`config.mk`:
```
export PLATFORM = sky130hd
export DESIGN_NAME = if_fetch_unit
export DESIGN_NICKNAME = d
export VERILOG_FILES = /design/src/rtl/if_fetch_unit.sv
export SDC_FILE = /design/constraint.sdc
export NUM_CORES = 1
export LEC_CHECK = 0
export CAP_MARGIN = 15
export CORE_MARGIN = 4
export CORE_UTILIZATION = 51
export CTS_CLUSTER_SIZE = 20
export DETAILED_ROUTE_END_ITERATION = 8
export PLACE_DENSITY = 0.88
export SKIP_LAST_GASP = 1
export SLEW_MARGIN = 20
export SYNTH_ARGS = -nofsm -noshare
export SYNTH_HDL_FRONTEND = slang
export SYNTH_SLANG_ARGS = --single-unit
```
`constraint.sdc`:
```
create_clock -name clk -period 2.7 [get_ports clk]
set_input_delay 0.81 -clock clk [delete_from_list [all_inputs] [get_ports clk]]
set_output_delay 0.81 -clock clk [all_outputs]
set_load 0.02 [all_outputs]
```
`src/rtl/if_fetch_unit.sv`:
```
// Instruction-fetch front end: owns the PC, drives a single-outstanding
// request/response instruction bus and registers {inst, addr, valid} for ID.
module if_fetch_unit #(
    parameter int unsigned     XLEN     = 32,
    parameter logic [XLEN-1:0] RESET_PC = '0
) (
    input  logic            clk,
    input  logic            rst_n,
    input  logic            stallpc_i,
    input  logic            je_i,
    input  logic [XLEN-1:0] jump_addr_i,
    input  logic            stallif_i,
    input  logic            flushif_i,
    output logic            ibus_req_o,
    output logic [XLEN-1:0] ibus_addr_o,
    input  logic            ibus_ready_i,
    input  logic            ibus_rvalid_i,
    input  logic [XLEN-1:0] ibus_rdata_i,
    output logic [XLEN-1:0] inst_o,
    output logic [XLEN-1:0] inst_addr_o,
    output logic            inst_valid_o
);

    localparam logic [XLEN-1:0] NOP_INST   = XLEN'(32'h0000_0013);
    localparam logic [XLEN-1:0] ALIGN_MASK = ~XLEN'(3);
    localparam logic [XLEN-1:0] PC_STEP    = XLEN'(4);

    typedef enum logic {
        ST_BOOT = 1'b0,
        ST_RUN  = 1'b1
    } state_t;

    state_t          r_state;
    logic [XLEN-1:0] r_pc;
    logic [XLEN-1:0] r_req_addr;
    logic            r_outst;
    logic            r_discard;
    logic            r_buf_v;
    logic [XLEN-1:0] r_buf_inst;
    logic [XLEN-1:0] r_buf_addr;
    logic [XLEN-1:0] r_inst;
    logic [XLEN-1:0] r_inst_addr;
    logic            r_inst_valid;

    logic            w_req;
    logic            w_accept;
    logic            w_rsp;
    logic            w_live;
    logic [XLEN-1:0] w_fetch_addr;
    logic [XLEN-1:0] w_jump_tgt;

    // A new request may overlap the cycle in which the previous response returns.
    assign w_req        = (r_state == ST_RUN) & ~je_i & ~stallpc_i & ~stallif_i
                        & ~r_buf_v & (~r_outst | ibus_rvalid_i);
    assign w_accept     = w_req & ibus_ready_i;
    assign w_rsp        = ibus_rvalid_i & r_outst;
    assign w_live       = w_rsp & ~r_discard & ~je_i;
    assign w_fetch_addr = r_pc & ALIGN_MASK;
    assign w_jump_tgt   = jump_addr_i & ALIGN_MASK;

    assign ibus_req_o   = w_req;
    assign ibus_addr_o  = w_fetch_addr;
    assign inst_o       = r_inst;
    assign inst_addr_o  = r_inst_addr;
    assign inst_valid_o = r_inst_valid;

    // Boot sequencing, PC and outstanding-request tracking.
    always_ff @(posedge clk or negedge rst_n) begin
        if (!rst_n) begin
            r_state    <= ST_BOOT;
            r_pc       <= RESET_PC;
            r_req_addr <= '0;
            r_outst    <= 1'b0;
            r_discard  <= 1'b0;
        end else begin
            r_state <= ST_RUN;

            if (je_i) begin
                r_pc <= w_jump_tgt;
            end else if (w_accept) begin
                r_pc <= r_pc + PC_STEP;
            end

            if (w_accept) begin
                r_outst    <= 1'b1;
                r_req_addr <= w_fetch_addr;
            end else if (w_rsp) begin
                r_outst <= 1'b0;
            end

            // The response still in flight at a redirect belongs to the old path.
            if (je_i && r_outst && !ibus_rvalid_i) begin
                r_discard <= 1'b1;
            end else if (w_rsp) begin
                r_discard <= 1'b0;
            end
        end
    end

    // IF/ID output registers and the one-entry stall holding buffer.
    always_ff @(posedge clk or negedge rst_n) begin
        if (!rst_n) begin
            r_buf_v      <= 1'b0;
            r_buf_inst   <= '0;
            r_buf_addr   <= '0;
            r_inst       <= NOP_INST;
            r_inst_addr  <= '0;
            r_inst_valid <= 1'b0;
        end else if (flushif_i) begin
            r_inst_valid <= 1'b0;
            r_buf_v      <= 1'b0;
        end else if (stallif_i) begin
            if (w_live) begin
                r_buf_v    <= 1'b1;
                r_buf_inst <= ibus_rdata_i;
                r_buf_addr <= r_req_addr;
            end
        end else if (r_buf_v) begin
            r_inst       <= r_buf_inst;
            r_inst_addr  <= r_buf_addr;
            r_inst_valid <= 1'b1;
            r_buf_v      <= 1'b0;
        end else if (w_live) begin
            r_inst       <= ibus_rdata_i;
            r_inst_addr  <= r_req_addr;
            r_inst_valid <= 1'b1;
        end else begin
            r_inst_valid <= 1'b0;
        end
    end

    // Issue is blocked while the buffer is full, so a live response cannot meet it.
    a_no_buf_overflow : assert property (@(posedge clk) disable iff (!rst_n)
        !(r_buf_v && w_live));

endmodule

```
==> results summary, run 1 <==
The sort of element at the start of the critical path is an input pin. The number of non-filler instances in the completed layout came out at 1154. The share of synthesized cell area in and, or, nand and nor gates is 0.138. After layout, the minimum clock period comes to 2560 ps.

The number of placement rows is 46. The critical path's largest stage delay came out at 480 ps. The deepest level of the CTS H-tree came out at 4. The largest clock skew in the final design is 11.4 ps. The library cells used most frequently in the layout, excluding fill and tap cells, are 185 x sky130_fd_sc_hd__dfrtp_1, 180 x sky130_fd_sc_hd__nand2_1, 161 x sky130_fd_sc_hd__clkdlybuf4s50_1. The count of pins on the block boundary came out at 170. The final worst setup slack came out at 136 ps.

The weighted congestion at the end of routability-driven global placement is 0.834. In this run the tool buffered the top-level ports with 163 buffer cells. The worst hold margin is 334 ps.

After the first detailed-routing iteration, the DRC count stood at 356. Counting flops with a built-in enable in the synthesized netlist gives 0. The power consumption came out at 6.79 mW. The slowest library cell on the worst path is sky130_fd_sc_hd__clkdlybuf4s50_1. For this design the static power due to leakage is 4.77 nW. The worst-margin pin slew is 1100 ps. After synthesis, the cell types taking the most area are sky130_fd_sc_hd__dfrtp_1 57%, sky130_fd_sc_hd__mux2_2 8.5%, sky130_fd_sc_hd__nand2_1 8.2%, sky130_fd_sc_hd__mux2i_1 7.9%, sky130_fd_sc_hd__o21ai_0 4.8%. The critical path is of the in2out type. The relative max-transition margin is 0.269.

The number of vias in the routed layout came out at 6201. The most common library cell in the layout ignoring fill and taps is sky130_fd_sc_hd__dfrtp_1. The area fraction in compound gates after synthesis came to 0.0856. After detailed routing, the total wire length is 18.6 mm. Once layout is complete, the utilization of the core stands at 0.680. Relative to the synthesized area, the layout overhead comes to 31.3%. After clock tree synthesis, the clock-pin slew on the worst setup and hold paths is 70 ps. Using the TritonRoute via totals, the vias-per-cell ratio works out to 5.37. The area of the multi-input gates is 3270 sq um. The count of nets left with antenna violations once routing finished came out at 0. The hold buffer count at CTS is 0. The number of antenna violations at the first check in global routing is 0. Dividing the detail-routed wire length by the instance count gives 16.1 um. Setup repair after global routing left no endpoint under its margin. Walking the worst path, the cells encountered are clkdlybuf4s50_1 > nand2b_1 > and4_1 > buf_2. The final net count is 998. The xor/xnor cell area share of the yosys netlist came out at 0.00534. In this run the power density over the cells is 631 nW/um^2. After filler insertion, the fill cell instance count of the layout stands at 1155.

The tightest min-delay check is of the in2async type. STA classifies the critical path endpoint as an output port. The first global-routing pass estimated 30.4 mm of wire. The worst-case vdd ir drop came out at 0.497 mV. The leading register cell type out of synthesis is sky130_fd_sc_hd__dfrtp_1. The average instance in the mapped netlist occupies 10.8 sq um. The final count of negative-setup-slack endpoints is 0. The global-route total usage across every layer is 0.210.

The worst path required time came out at 1890 ps. The maximum operating frequency is 390 MHz. The post-synthesis sequential element count came out at 189. The clock buffer count from CTS is 17.

The number of synthesis warnings is 0. Of all nets on the critical path, the largest fanout is 2. The pin count of the biggest net entering global routing came out at 64.

In the routed design, unresolved DRC markers number 0. The number of cells traversed by the worst register-to-register path came out at 6. The ratio of final minimum period to clock period is 0.949. The share of layout cells above drive strength 1 came out at 0.147. The share of synthesized area spent on multiplexers is 0.164.

The largest area contributor in the synthesized netlist is sky130_fd_sc_hd__dfrtp_1. Clock latency on the worst-skew pair, taken at its later pin, is 430 ps. The run finished with clean final reports. TritonCTS built the clock tree. The share of synthesized area in the top cell type comes to 0.567. The die is 135 um wide. The floorplan die area is 18200 sq um. In this run the vertical extent of the chip is 135 um. The number of hold violations in the final report came out at 0. After global routing the overflow that remains totals 0.

The number of cells produced by synthesis is 757. The number of library cell types mapped by synthesis came out at 42. The number of buffers on the longest clock path came out at 2.

The combinational family with the most area after synthesis is multiplexers. The initial core utilization came out at 0.518. The endpoint arrival time on the critical path came out at 1750 ps. CTS saw 189 sinks. The final antenna diode count came out at 0. The number of global-route vias before repair is 6123. The adder-cell share of the synthesized area came out at 0.00153. The root buffer cell chosen for the clock tree is sky130_fd_sc_hd__clkbuf_16. The post-placement cell count is 1122.

The proportion of synthesized flip-flops having asynchronous set or reset came out at 1.00. The synthesized netlist occupies a cell area of 8200 sq um. The final number of max-transition violations came out at 0. The detailed-routing iteration count for the pre-antenna-repair pass is 5.

The number of setup buffers added after CTS is 0. The share of synthesized area occupied by flip-flops and latches came out at 0.577. The HPWL after detailed placement came out at 13.0 mm. The pre-CTS setup slack came out at -315 ps.

The register cell area after layout came out at 4740 sq um. Across the run, the number of max-cap violations was 0. In this run the standard cell core region covers 15800 sq um.
where the power goes:
group | switching (mW) | internal, mW
Combinational | 0.509 | 0.515
Sequential | 0.244 | 3.12
Clock | 1.11 | 1.29
Total | 1.86 | 4.93
worst max-delay path, delay by kind of cell:
| family | cells | cell delay (ps) |
|---|---|---|
| AND/OR/NAND/NOR | 2 | 310 |
| buffers and inverters | 2 | 640 |
per-layer routing:
| metal | part of all wire | track usage |
|---|---|---|
| met3 | 0.064 | 0.0477 |
| met5 | 0 | 0 |
| met2 | 0.47 | 0.332 |
| met1 | 0.45 | 0.290 |
| met4 | 0.015 | 0.0684 |
registers in the layout (all words and copies together) (netlist names):
| register | cells |
|---|---|
| r_pc | 30 |
| inst_valid_o | 1 |
| r_state | 1 |
| r_buf_v | 1 |
| r_req_addr | 30 |
| inst_o | 32 |
| r_buf_addr | 30 |
| r_outst | 1 |
| r_discard | 1 |
| inst_addr_o | 30 |
| r_buf_inst | 32 |
final timing paths:
check / endpoint / slack, ps / from
min reg2reg: inst_o[4] / 480 / inst_o[4]
max reg2reg: inst_o[20] / 280 / r_buf_v
min: r_pc[2] / 330 / rst_n
max in group asynchronous: r_buf_v / 1660 / rst_n
max: ibus_req_o / 140 / ibus_rvalid_i
min in group clk: inst_o[4] / 480 / inst_o[4]
through the flow:
step | instance area [sq um] | setup TNS (ps)
3_3_place_gp | 10200 | -15290
6_report | 10800 | 0
5_1_grt | 10800 | 0
2_1_floorplan | 8210 | 0
3_5_place_dp | 10200 | -17360
4_1_cts | 10800 | 0
Yosys cell counts, types with 8 or more instances:
cell / number
sky130_fd_sc_hd__o311ai_0: 8
sky130_fd_sc_hd__nand4_1: 9
sky130_fd_sc_hd__nor2_1: 16
sky130_fd_sc_hd__o21ai_0: 79
sky130_fd_sc_hd__nor3_1: 8
sky130_fd_sc_hd__nand2_1: 180
sky130_fd_sc_hd__nand3_1: 23
sky130_fd_sc_hd__dfrtp_1: 186
sky130_fd_sc_hd__o211ai_1: 11
sky130_fd_sc_hd__mux2i_1: 65
sky130_fd_sc_hd__clkbuf_1: 39
sky130_fd_sc_hd__mux2_2: 62
layout make-up:
type	instances	area share
flip-flops and latches	189	0.440
multi-input cells	517	0.304
clock buffers	18	0.0399
inverters	6	0.00209
clock inverters	14	0.0128
repair buffers	194	0.177
well taps	216	0.0251
cells by family after synthesis:
| family | count (synthesis) |
|---|---|
| buffers and inverters | 54 |
| muxes | 127 |
| DFF | 189 |
| other | 2 |
| and+or+nand+nor | 261 |
| AOI/OAI and AO/OA | 118 |
| adders and majority gates | 1 |
| xor gates and xnor gates | 5 |
repair_timing:
action	CTS	global route
endpoints found under the setup margin	1	1
cloned	0	0
resized for setup	3	1
(Power assumes the default switching activity.)
==> run 2, diff against run 1 <==
REMOVE_ABC_BUFFERS = 1   (was not set)
==> run 2 against run 1 <==
- sequential power about the same
- critical path depth increased by 3
- maximum frequency decreased by 2.1%
- critical path type is now in2reg
- critical endpoint is now r_pc[23]
- highest routed layer unchanged
==> results summary, run 2 (synthesized netlist as in run 1, its figures left out) <==
Outcome: complete, no violations (unchanged). The final net count is 1001 (was 998). Setup repair after global routing missed its margin: false (unchanged). The number of vias in the routed layout came out at 6296 (was 6201). The number of buffers on the longest clock path is 2 (unchanged). The hold buffer count at CTS is 0 (unchanged). The internal power of the cells was 5.21 mW (was 4.93 mW). The number of cells traversed by the worst register-to-register path came out at 5 (was 6). The type of element capturing the critical path is a flip-flop (was output port). The share of power burned in registers came out at 0.478 (was 0.495). The clock buffer count from CTS is 17 (unchanged).

The maximum operating frequency is 382 MHz (was 390 MHz). The clock network fraction of design power came to 0.373 (was 0.354). The total length of routed wires came out at 19.9 mm (was 18.6 mm).

The destination of the worst register-to-register timing path is r_pc[23] (was inst_o[20]). Leading cell types in the layout, fill and taps excluded: 185 x sky130_fd_sc_hd__dfrtp_1, 180 x sky130_fd_sc_hd__nand2_1, 161 x sky130_fd_sc_hd__clkdlybuf4s50_1 (unchanged). The path category of the worst min-delay check is in2async (unchanged).

The number of setup buffers added after CTS is 0 (unchanged). The detailed-routing iteration count for the pre-antenna-repair pass is 5 (unchanged). The width of the chip is 135 um (unchanged). The final critical delay including setup and external delays is 2620 ps (was 2560 ps). The share of layout cells above drive strength 1 was 0.151 (was 0.147). The first-pass GRT wire length came out at 32.6 mm (was 30.4 mm).

The number of vias per cell came to 5.44 (was 5.37). The relative max-transition margin came to 0.584 (was 0.269). The critical path's largest stage delay came out at 590 ps (was 480 ps).

The leakage power total is 4.83 nW (was 4.77 nW). The total power divided by cell area came out at 645 nW/um^2 (was 631 nW/um^2). The termination of the worst setup path is r_pc[23] (was ibus_req_o). The endpoint arrival time on the critical path is 2970 ps (was 1750 ps). The combinational share of power is 0.149 (was 0.151). The number of hold violations in the final report came out at 0 (unchanged). The fraction of power spent switching nets is 0.256 (was 0.274). The worst-margin pin slew is 625 ps (was 1100 ps). The number of nets with antenna violations after detailed routing came to 0 (unchanged). The initial detailed-routing violation count is 395 (was 356). The number of global-route vias before repair is 6440 (was 6123). The post-route core utilization is 0.686 (was 0.680). The CTS tree was built (unchanged). The number of placement rows is 46 (unchanged). The wire length per cell came out at 17.2 um (was 16.1 um). The initial core utilization came to 0.518 (unchanged).

The peak fanout along the critical path came to 4 (was 2). The sort of element at the start of the critical path is an input pin (unchanged). The worst-case vdd ir drop came out at 0.464 mV (was 0.497 mV).

The total global routing overflow is 0 (unchanged). The aggregate negative setup slack is 0 ps (unchanged). The final antenna diode count was 0 (unchanged). The ratio of final minimum period to clock period is 0.970 (was 0.949). The pin count of the biggest net entering global routing is 76 (was 64).

The number of DRC violations after detailed routing came out at 0 (unchanged). The number of buffers added on ports was 163 (unchanged). The total of max-cap violations came out at 0 (unchanged).

The worst path required time came out at 3050 ps (was 1890 ps). The area growth from synthesis to layout is 32.3% (was 31.3%). The final-layout fill cell count is 1200 (was 1155). The post-CTS clock slew at the launch and capture registers of the worst setup and hold paths came out at 70 ps (about the same).

The clock latency on the worst-skew pair came out at 430 ps (about the same). The placeable core region came to 15800 sq um (unchanged). The switching power of the nets came to 1.79 mW (was 1.86 mW). The floorplan die area came out at 18200 sq um (unchanged).

The global-route total usage across every layer is 0.228 (was 0.210). The slowest library cell on the worst path is sky130_fd_sc_hd__or4_4 (was sky130_fd_sc_hd__clkdlybuf4s50_1). The worst setup path category is in2reg (was in2out). The number of antenna violations at the first check in global routing came to 0 (unchanged).

The deepest level of the CTS H-tree came out at 4 (unchanged). The HPWL after detailed placement was 13.8 mm (was 13.0 mm). The floorplan die height is 135 um (unchanged).

Cells along the critical path: clkdlybuf4s50_1 > nor4bb_1 > buf_4 > nand3_2 > or4_4 > or4_1 > nand3_1 (was clkdlybuf4s50_1 > nand2b_1 > and4_1 > buf_2). The clock sink total is 189 (unchanged). The power consumption was 7.00 mW (was 6.79 mW). The origin of the worst setup path is je_i (was ibus_rvalid_i). The master cell of the clock root buffer was sky130_fd_sc_hd__clkbuf_16 (unchanged). The final number of max-transition violations is 0 (unchanged). The register-to-register path setup slack is 390 ps (was 280 ps).

The weighted congestion at the end of routability-driven global placement came out at 0.851 (was 0.834). The largest clock skew in the final design is 15.0 ps (was 11.4 ps). The most common library cell in the layout ignoring fill and taps is sky130_fd_sc_hd__dfrtp_1 (unchanged).

The count of pins on the block boundary was 170 (unchanged). The reg-to-reg startpoint was r_pc[2] (was r_buf_v). The final count of negative-setup-slack endpoints came to 0 (unchanged).
==> run 2: cell types whose count changed in the layout (fill, tap and decap cells not counted), sizes merged <==
cell	delta
buf	+3
bufinv	+3
clkbuf	+2
clkinvlp	-1
inv	-4
==> run 2: final cells by class <==
cell class / count / area (sq um) / share of cell area
Inverter: 6 / 22.5 / 0.00207
Timing Repair Buffer: 197 / 1940 / 0.178
Sequential cell: 189 / 4740 / 0.436
Clock buffer: 20 / 447 / 0.0411
Tap cell: 216 / 270 / 0.0249
Clock inverter: 12 / 169 / 0.0156
Multi-Input combinational cell: 517 / 3270 / 0.302
==> run 2: power by group through the flow <==
stage	logic [mW]	registers [mW]	clock network (mW)
finish	1.04	3.35	2.61
global route	1.15	3.39	2.80
CTS	1.06	3.34	2.66
detailed placement	1.05	3.40	0
global placement	1.02	3.37	0
floorplan	0.331	3.50	0
==> run 2: worst min-delay path by stage <==
stage | from | end | depth (start not counted)
floorplan | r_outst | r_discard | 1
global placement | inst_addr_o[20] | inst_addr_o[20] | 2
detailed placement | inst_o[23] | inst_o[23] | 2
CTS | rst_n | inst_o[7] | 1
global route | rst_n | inst_o[12] | 1
finish | rst_n | inst_o[7] | 1
==> run 2: worst max-delay path: cells and delay by family <==
kind	cells	cell delay, ps
buffers and inverters	2	630
and+or+nand+nor	5	1520
==> run 2: per-stage QoR <==
step,area [sq um],cells,setup WS [ps],hold WS [ps]
global placement,10200,1125,-298,460
CTS,10900,1157,31.2,414
global route,10900,1157,51.4,439
floorplan,8020,712,-1500,454
detailed placement,10200,1125,-354,469
finish,10900,1157,80.5,402
==> run 2: metal layers <==
layer | up-vias | routed length [um] | global-route usage
li1 | 2973 | - | -
met2 | 230 | 9620 | 0.371
met5 | - | 0 | 0
met4 | 0 | 300 | 0.0735
met1 | 3073 | 8550 | 0.299
met3 | 20 | 1450 | 0.0633
==> run 2: repair_timing <==
action,4_1_cts,5_1_grt
gates resized for setup,3,3
setup endpoints to repair,1,2
pin swaps,0,0
